## src/rtl/dogx_sample_buffer.sv

```systemverilog
// dogx_sample_buffer
//   First-word-fall-through sample FIFO between the converter and its
//   consumer. enable_sampling_3M is registered once (cap_strobe). In the
//   cap_strobe cycle the converter word that changed on the strobe edge is
//   written as {alpha_in, sample_in}, provided capture_en is high. A sample
//   arriving at a full FIFO with no read in the same cycle is dropped. A drop
//   sets a sticky overflow flag and increments a saturating drop counter.
//
// Ports
//   CLK_24M            in   system clock (rising edge)
//   reset              in   async active-low reset
//   enable_sampling_3M in   sample strobe from the converter enable generator
//   sample_in[10:0]    in   converter word, two's complement
//   alpha_in           in   channel-select flag for sample_in
//   capture_en         in   capture enable, sampled in the cap_strobe cycle
//   flush              in   synchronous FIFO clear
//   clear_overflow     in   synchronous clear of overflow_flag/drop_count
//   out_ready          in   consumer accepts the head entry
//   out_valid          out  head entry available
//   out_data[11:0]     out  head entry {alpha, sample}
//   fifo_level         out  stored entry count, 0..DEPTH
//   overflow_flag      out  sticky drop indicator
//   drop_count[7:0]    out  saturating dropped-sample count
module dogx_sample_buffer #(
  parameter int DEPTH = 8,
  parameter int DW    = 12
) (
  input  logic                     CLK_24M,
  input  logic                     reset,
  input  logic                     enable_sampling_3M,
  input  logic [10:0]              sample_in,
  input  logic                     alpha_in,
  input  logic                     capture_en,
  input  logic                     flush,
  input  logic                     clear_overflow,
  input  logic                     out_ready,
  output logic                     out_valid,
  output logic [DW-1:0]            out_data,
  output logic [$clog2(DEPTH):0]   fifo_level,
  output logic                     overflow_flag,
  output logic [7:0]               drop_count
);

  localparam int AW = $clog2(DEPTH);

  logic          cap_strobe_q;
  logic [AW-1:0] wr_ptr_q, wr_ptr_d;
  logic [AW-1:0] rd_ptr_q, rd_ptr_d;
  logic [AW:0]   level_q, level_d;
  logic          ovf_q, ovf_d;
  logic [7:0]    drop_q, drop_d;
  logic [DW-1:0] mem_q [DEPTH];

  logic full, empty, wr_req, wr_en, rd_en, drop;

  assign full   = (level_q == (AW+1)'(DEPTH));
  assign empty  = (level_q == '0);
  assign wr_req = cap_strobe_q & capture_en;
  // flush discards both sides of any same-cycle transfer
  assign rd_en  = ~empty & out_ready & ~flush;
  // a full FIFO still takes the write when the head leaves in the same edge
  assign wr_en  = wr_req & (~full | rd_en) & ~flush;
  // a write discarded by flush is not an overflow
  assign drop   = wr_req & full & ~rd_en & ~flush;

  always_comb begin
    wr_ptr_d = wr_ptr_q;
    rd_ptr_d = rd_ptr_q;
    level_d  = level_q;
    ovf_d    = ovf_q;
    drop_d   = drop_q;

    if (flush) begin
      wr_ptr_d = '0;
      rd_ptr_d = '0;
      level_d  = '0;
    end else begin
      if (wr_en) wr_ptr_d = wr_ptr_q + AW'(1);
      if (rd_en) rd_ptr_d = rd_ptr_q + AW'(1);
      case ({wr_en, rd_en})
        2'b10:   level_d = level_q + (AW+1)'(1);
        2'b01:   level_d = level_q - (AW+1)'(1);
        default: level_d = level_q;
      endcase
    end

    // clear first so a same-cycle drop leaves flag=1, count=1
    if (clear_overflow) begin
      ovf_d  = 1'b0;
      drop_d = '0;
    end
    if (drop) begin
      ovf_d = 1'b1;
      if (drop_d != 8'hFF) drop_d = drop_d + 8'd1;
    end
  end

  always_ff @(posedge CLK_24M or negedge reset) begin
    if (!reset) begin
      cap_strobe_q <= 1'b0;
      wr_ptr_q     <= '0;
      rd_ptr_q     <= '0;
      level_q      <= '0;
      ovf_q        <= 1'b0;
      drop_q       <= '0;
    end else begin
      cap_strobe_q <= enable_sampling_3M;
      wr_ptr_q     <= wr_ptr_d;
      rd_ptr_q     <= rd_ptr_d;
      level_q      <= level_d;
      ovf_q        <= ovf_d;
      drop_q       <= drop_d;
    end
  end

  // storage is not reset; it is masked from out_data whenever the FIFO is empty
  always_ff @(posedge CLK_24M) begin
    if (wr_en) mem_q[wr_ptr_q] <= {alpha_in, sample_in};
  end

  assign out_valid     = ~empty;
  assign out_data      = out_valid ? mem_q[rd_ptr_q] : '0;
  assign fifo_level    = level_q;
  assign overflow_flag = ovf_q;
  assign drop_count    = drop_q;

endmodule

```

## config.mk

```make
export PLATFORM = sky130hd
export DESIGN_NAME = dogx_sample_buffer
export DESIGN_NICKNAME = d
export VERILOG_FILES = /design/src/rtl/dogx_sample_buffer.sv
export SDC_FILE = /design/constraint.sdc
export NUM_CORES = 1
export LEC_CHECK = 0
export CORE_MARGIN = 2
export CORE_UTILIZATION = 33
export DETAILED_ROUTE_END_ITERATION = 10
export HOLD_SLACK_MARGIN = 0.1
export PLACE_DENSITY = 0.48
export SLEW_MARGIN = 10
export SYNTH_ARGS = -nofsm -noshare
export SYNTH_HDL_FRONTEND = slang
export SYNTH_SLANG_ARGS = --single-unit
```

## constraint.sdc

```tcl
create_clock -name CLK_24M -period 6.3 [get_ports CLK_24M]
set_input_delay 1.26 -clock CLK_24M [delete_from_list [all_inputs] [get_ports CLK_24M]]
set_output_delay 1.26 -clock CLK_24M [all_outputs]
set_load 0.05 [all_outputs]
```

==> results of run 1 <==
-- layout make-up --
class | instances | area, um^2
Fill cell | 1314 | 8310
Multi-Input combinational cell | 142 | 1400
Tap cell | 184 | 230
Sequential cell | 116 | 3380
Clock inverter | 14 | 144
Timing Repair Buffer | 53 | 508
Clock buffer | 17 | 425
Inverter | 6 | 22.5
-- metal layers --
layer | GRT usage | share of wire
met4 | 0.0549 | 0.0091
met3 | 0.0441 | 0.035
met1 | 0.178 | 0.46
met5 | 0 | 0
met2 | 0.213 | 0.49
-- state kept, by name, summed over array words and instances, names as in the netlist --
name           count
mem_q             96
drop_count         8
fifo_level         4
rd_ptr_q           3
wr_ptr_q           3
cap_strobe_q       1
overflow_flag      1
-- through the flow --
step / power, W / hold WS (ns)
5_1_grt: 0.00243 / 0.556
3_5_place_dp: 0.00143 / 0.519
4_1_cts: 0.00236 / 0.529
2_1_floorplan: 0.00125 / 0.526
3_3_place_gp: 0.00143 / 0.513
6_report: 0.00233 / 0.523
-- worst max-delay path: stages (launching register included) --
cell and delay [ns]:
dfrtp_1 0.31, buf_4 0.46, mux4_2 0.58, mux2i_1 0.17
nor2_1 0.08, clkdlybuf4s50_1 0.71
-- kinds of logic after synthesis --
| family | Yosys count | share of synthesized area |
|---|---|---|
| AO/OA/AOI/OAI | 14 | 0.0228 |
| adder cells (fa/ha/maj) | 5 | 0.0129 |
| XOR/XNOR | 10 | 0.0181 |
| multiplexers | 43 | 0.152 |
| buffers and inverters | 20 | 0.0176 |
| AND/OR/NAND/NOR | 70 | 0.0766 |
| flip-flops | 116 | 0.700 |
-- cell usage in the layout (no fill, tap or decap), types with 2 or more instances in the layout --
master / count
a21oi_1: 3
clkinv_1: 5
nor4b_2: 2
nand3_1: 4
ha_1: 5
o21ai_0: 3
a31oi_1: 2
xor2_1: 6
clkinv_2: 4
clkdlybuf4s50_1: 44
dfrtp_1: 20
nor3_1: 2
mux2_2: 3
nand2b_1: 4
nor2b_1: 4
clkinvlp_4: 2
bufinv_16: 3
inv_1: 6
edfxtp_1: 96
nor4_2: 4
clkbuf_16: 17
mux4_2: 24
mux2i_1: 16
nand2_1: 7
xnor2_1: 4
nor2_1: 31
buf_4: 9
nand4_1: 2
-- worst min path at each step --
stage / depth (start not counted) / slack, ns / endpoint / from
2_1_floorplan: 2 / 0.53 / wr_ptr_q[1]$_DFFE_PN0P_ / wr_ptr_q[1]$_DFFE_PN0P_
3_3_place_gp: 2 / 0.51 / overflow_flag$_DFFE_PN0P_ / overflow_flag$_DFFE_PN0P_
3_5_place_dp: 2 / 0.52 / overflow_flag$_DFFE_PN0P_ / overflow_flag$_DFFE_PN0P_
4_1_cts: 2 / 0.53 / overflow_flag$_DFFE_PN0P_ / overflow_flag$_DFFE_PN0P_
5_1_grt: 2 / 0.56 / overflow_flag$_DFFE_PN0P_ / overflow_flag$_DFFE_PN0P_
6_report: 2 / 0.52 / overflow_flag$_DFFE_PN0P_ / overflow_flag$_DFFE_PN0P_
-- power groups by stage --
stage | logic, W | registers [W] | clock network (W)
global placement | 0.000547 | 0.000884 | 0
finish | 0.000536 | 0.000870 | 0.000924
floorplan | 0.000359 | 0.000894 | 0
CTS | 0.000548 | 0.000869 | 0.000946
global route | 0.000574 | 0.000872 | 0.000980
detailed placement | 0.000546 | 0.000884 | 0
==> parameters.txt, run 1 <==
Parameter                              Value

Final layout
  Share of cells above drive strength 1 ... 0.213
  Ant. Diodes ... 0
  Final cell count without fillers ... 532
  Core utilization of the finished layout ... 0.424
  Post-route design area ... 6110 um^2
  Area Overhead vs Synth ... 26.5%
  Final net count ... 360

CTS
  Clock latency on the worst-skew pair ... 0.41 ns
  CTS tree ... done
  Post-CTS setup buffer count ... 0
  Longest Clk Path Bufs ... 2
  Number of gates resized after cts ... 0
  Clock tree root buffer cell ... clkbuf_16
  CTS hold repair buffers ... 0
  Inserted Clock Buffers ... 17
  Sinks on Clock Net ... 116
  CTS clock-pin slew for the worst setup and hold paths ... 0.05 ns
  Number of H-tree levels ... 4

Timing
  Worst clock skew ... 0.0102 ns
  Actual slew at the worst max-slew pin ... 1.09 ns
  Fin. Hold Viols ... 0
  F_max ... 250 MHz
  Final setup vio count ... 0
  Crit path setup slack, layout ... 2.30 ns
  Setup repair after global routing missed its margin ... no
  Final total negative setup slack ... 0 ns
  Period utilization ... 0.635
  Min Tclk post-route ... 4.00 ns
  Max-slew headroom ... 0.272
  Final slew viol count ... 0

Run
  Total of max-cap violations ... 0

Run status
  Run status ... finished clean

Global routing
  Leftover overflow at the end of global routing ... 0
  Number of global-route vias before repair ... 2706
  Number of antenna violations at the first check in global routing ... 0
  Pin count of the biggest net entering global routing ... 27
  Global-route usage over all layers ... 0.136
  First-pass GRT wire length ... 15.7 mm

Yosys
  Cell count after synthesis ... 278
  Top cells by instance count after synthesis ... edfxtp_1 (96), nor2_1 (32), mux4_2 (24), dfrtp_1 (20), mux2i_1 (16)
  Net Count, Synth ... 302
  Fraction of registers with async set/reset ... 0.172
  Flip-flop and latch count after synthesis ... 116
  Top flip-flop cell by instance count after synthesis ... edfxtp_1
  Post-synthesis average cell area ... 17.4 um^2
  Sequential area share after synthesis ... 0.700
  Top cells by area, synth ... edfxtp_1 (60%), mux4_2 (11%), dfrtp_1 (10%), mux2i_1 (3.3%), nor2_1 (2.5%)
  Yosys cell types ... 40
  Count of warnings emitted by yosys ... 0
  Cell type with the largest total area after synthesis ... edfxtp_1
  Top-count cell post-synth ... edfxtp_1
  Netlist Area Pre-Place ... 4830 um^2
  Post-synth EDFFs ... 96
  Area fraction of the dominant cell type after synthesis ... 0.596

Die
  Full die area ... 15600 um^2
  Count of pins on the block boundary ... 45
  Overall die width ... 125 um
  Die height ... 125 um
  Effective utilization at floorplan ... 0.335
  Row count ... 44
  Core Footprint ... 14400 um^2

Detailed routing
  DRC violation total after the first TritonRoute iteration ... 163
  Total Wirelength ... 10.1 mm
  Iteration count of the initial detailed-routing pass ... 4
  Drt via density ... 4.91
  Remaining antenna violation count ... 0
  WL/cell ... 19.0 um
  Routed via count ... 2614
  DRC violations left ... 0

Power
  Switching Share ... 0.286
  Total power divided by cell area ... 381 nW/um^2
  Proportion of power drawn by combinational gates ... 0.230
  Total internal power ... 0.00166 W
  Clock group share of total power ... 0.397
  Maximum vdd drop ... 241 uV
  Part of the total power dissipated in sequential elements ... 0.373
  Reported net switching power ... 0.000666 W
  Leakage ... 2.03 nW

Worst setup path
  Worst flop-to-flop path startpoint ... fifo_level[1]$_DFFE_PN0P_
  Crit path DAT ... 2.74 ns
  Critical path fanouts, max ... 26
  Number of cell instances on the worst register-to-register path ... 4
  Startpoint class of the critical path ... flip-flop
  Type of destination of the critical path ... output port
  FF-to-FF setup slack ... 3.66 ns
  Setup crit start ... rd_ptr_q[0]$_DFFE_PN0P_
  Required time of the worst setup path ... 5.04 ns
  End of the worst register-to-register path ... mem_q[5][8]$_DFFE_PP_
  Crit Path Class ... flip-flop to output port
  Critical Path Sink ... out_data[2]

Placement
  Post-detailed-placement half-perimeter wirelength ... 6.23 mm
  Total placed cells including tap cells ... 501
  Buffers on Ports ... 44
  Final GP Congestion ... 0.714
  Area post-placement ... 5540 um^2
  Worst slack after detailed placement ... 1.87 ns

Min path
  Class of the worst hold path ... flip-flop to flip-flop
(Power assumes the default switching activity.)
==> run 2, diff against run 1 <==
==> constraint.sdc (replaced) <==
create_clock -name CLK_24M -period 4.15 [get_ports CLK_24M]
set_input_delay 0.83 -clock CLK_24M [delete_from_list [all_inputs] [get_ports CLK_24M]]
set_output_delay 0.83 -clock CLK_24M [all_outputs]
set_load 0.05 [all_outputs]
==> run 2 against run 1 <==
  * Non-clock buffer count rose by 7
  * Via count rose by 0.92%
  * Critical path depth did not move
  * Routed wire length fell by 1.8%
  * Global-route usage barely moved
  * Worst setup slack got worse by 1.7 ns
  * First-iteration DRC count rose by 0.61%
  * Clock skew fell by 0.0036 ns
  * Die area did not move
  * Flip-flop and latch count did not move
  * Design area rose by 1.4%
  * Sequential power rose by 52%
  * Critical path type unchanged
  * Highest routed layer unchanged
==> parameters.txt, run 2 (synthesis gave the netlist of run 1 again) <==
Parameter                              Value

Run status
  Run status ... finished clean

Power
  Post-route total power ... 0.00361 W (+55%)
  Total power divided by cell area ... 582 nW/um^2 (+53%)
  Part of the total power dissipated in sequential elements ... 0.365 (-0.008)
  Switching Share ... 0.293 (+0.00762)
  Reported net switching power ... 0.00106 W (+59%)
  Proportion of power drawn by combinational gates ... 0.225 (-0.005)
  Leakage ... 2.09 nW (+2.5%)
  Clock group share of total power ... 0.410 (+0.013)
  Maximum vdd drop ... 280 uV (+16%)
  Total internal power ... 0.00255 W (+53%)

Die
  Core Footprint ... 14400 um^2 (unchanged)
  Overall die width ... 125 um (unchanged)
  Full die area ... 15600 um^2 (unchanged)
  Count of pins on the block boundary ... 45 (unchanged)
  Effective utilization at floorplan ... 0.335 (unchanged)
  Die height ... 125 um (unchanged)
  Row count ... 44 (unchanged)

Detailed routing
  DR WL met2 ... 4.74 mm (-4.6%)
  Highest Signal Layer ... met4
  WL/cell ... 18.4 um (-3.3%)
  Remaining antenna violation count ... 0 (unchanged)
  Iteration count of the initial detailed-routing pass ... 4 (unchanged)
  Met3 routed WL ... 506 um (+43%)
  Drt via density ... 4.89 (-0.58%)
  Detailed-routing wirelength on met1 ... 4.57 mm (-2.6%)
  DRC violations left ... 0 (unchanged)
  Routed via count ... 2638 (+0.92%)
  DRC violation total after the first TritonRoute iteration ... 164 (+0.61%)
  Total Wirelength ... 9.92 mm (-1.8%)

CTS
  Longest Clk Path Bufs ... 2 (unchanged)
  Clock tree root buffer cell ... clkbuf_16
  Number of H-tree levels ... 4 (unchanged)
  Inserted Clock Buffers ... 17 (unchanged)
  Sinks on Clock Net ... 116 (unchanged)
  CTS clock-pin slew for the worst setup and hold paths ... 0.06 ns (about the same)
  Clock latency on the worst-skew pair ... 0.41 ns (about the same)
  CTS tree ... done
  Post-CTS setup buffer count ... 0 (unchanged)
  Number of gates resized after cts ... 0 (unchanged)
  CTS hold repair buffers ... 0 (unchanged)

Placement
  Final GP Congestion ... 0.713 (about the same)
  Post-detailed-placement half-perimeter wirelength ... 6.08 mm (-2.4%)
  Buffers on Ports ... 44 (unchanged)

Final layout
  Most frequent cells in the layout ... edfxtp_1 (96), clkdlybuf4s50_1 (44), nor2_1 (32), mux4_2 (24), dfrtp_1 (20)
  Top reg by flops ... mem_q
  Final net count ... 367 (+1.9%)
  Area Overhead vs Synth ... 28.2%
  Number of flip-flops under the largest register name ... 96 (unchanged)
  Ant. Diodes ... 0 (unchanged)
  Share of cells above drive strength 1 ... 0.242 (+0.0289)
  Leading cell type in the layout, fill and taps excluded ... edfxtp_1

Timing
  Period utilization ... 0.852
  Worst clock skew ... 0.00658 ns (-0.00362 ns)
  Fin. Hold Viols ... 0 (unchanged)
  F_max ... 283 MHz
  Setup repair after global routing missed its margin ... no
  Min Tclk post-route ... 3.53 ns
  Final slew viol count ... 0 (unchanged)
  Post-Route Hold Slack ... 0.517 ns (-0.00639 ns)
  Max-slew headroom ... 0.361 (+0.0890)
  Final total negative setup slack ... 0 ns (unchanged)
  Actual slew at the worst max-slew pin ... 0.956 ns (-0.132 ns)
  Final setup vio count ... 0 (unchanged)

Min path
  Class of the worst hold path ... flip-flop to flip-flop
  Worst Hold Endpoint ... overflow_flag$_DFFE_PN0P_
  Hold depth ... 2 (unchanged)
  Beginning of the worst hold path ... overflow_flag$_DFFE_PN0P_

Worst setup path
  Required time of the worst setup path ... 3.32 ns (-1.72 ns)
  End of the worst register-to-register path ... fifo_level[3]$_DFFE_PN0P_
  Number of cell instances on the worst register-to-register path ... 8 (+4)
  Startpoint class of the critical path ... flip-flop
  Type of destination of the critical path ... output port
  Worst flop-to-flop path startpoint ... fifo_level[1]$_DFFE_PN0P_
  Crit Path Class ... flip-flop to output port
  Critical path fanouts, max ... 26 (unchanged)
  FF-to-FF setup slack ... 1.63 ns (-2.03 ns)
  Crit path DAT ... 2.70 ns (-0.04 ns)

Global routing
  Number of antenna violations at the first check in global routing ... 0 (unchanged)
  Global-route usage over all layers ... 0.137 (+0.000460)
  First-pass GRT wire length ... 15.7 mm (about the same)
  Leftover overflow at the end of global routing ... 0 (unchanged)
  Number of global-route vias before repair ... 2803 (+3.6%)
  Pin count of the biggest net entering global routing ... 27 (unchanged)

Run
  Total of max-cap violations ... 0 (unchanged)
run 2: worst max-delay path by stage:
stage          slack [ns]                       from                        end  cells past startpoint
5_1_grt              0.36    rd_ptr_q[0]$_DFFE_PN0P_                out_data[7]                      5
4_1_cts              0.50    rd_ptr_q[0]$_DFFE_PN0P_                out_data[7]                      5
3_5_place_dp         0.78                  out_ready  fifo_level[3]$_DFFE_PN0P_                      9
6_report             0.62    rd_ptr_q[0]$_DFFE_PN0P_                out_data[7]                      5
3_3_place_gp         0.84                  out_ready  fifo_level[3]$_DFFE_PN0P_                      9
2_1_floorplan        0.89  fifo_level[0]$_DFFE_PN0P_      mem_q[4][0]$_DFFE_PP_                      4
run 2: layer usage:
metal  track usage  vias to the layer above
met2         0.214                       75
met5             0                        -
met3        0.0501                       10
met1         0.173                     1338
met4        0.0569                        0
li1              -                     1215
run 2: area by class of cell:
type                       count  area [um^2]
timing repair buffer          60          561
clock inverter                15          180
fill                        1323         8230
clock buffer                  17          425
tap                          184          230
inverter                       6         22.5
sequential                   116         3380
multi-input combinational    142         1400
run 2: through the flow:
stage,util,std cells,cell area (um^2),worst slack [ns]
floorplan,-,278,4830,0.889
global placement,0.388,508,5590,0.842
detailed placement,0.388,508,5590,0.780
CTS,0.430,540,6200,0.495
global route,0.430,540,6200,0.360
finish,0.430,540,6200,0.615
run 2: worst max-delay path: stages, from the launching register on:
cell,delay [ns]
dfrtp_1,0.32
buf_4,0.45
mux4_2,0.57
mux2i_1,0.18
nor2_1,0.06
clkdlybuf4s50_1,0.70
run 2: power groups by stage:
stage / clock, W / combinational (W) / sequential, W
finish: 0.00148 / 0.000811 / 0.00132
global route: 0.00157 / 0.000871 / 0.00132
CTS: 0.00151 / 0.000830 / 0.00132
detailed placement: 0 / 0.000828 / 0.00134
global placement: 0 / 0.000833 / 0.00134
floorplan: 0 / 0.000546 / 0.00136
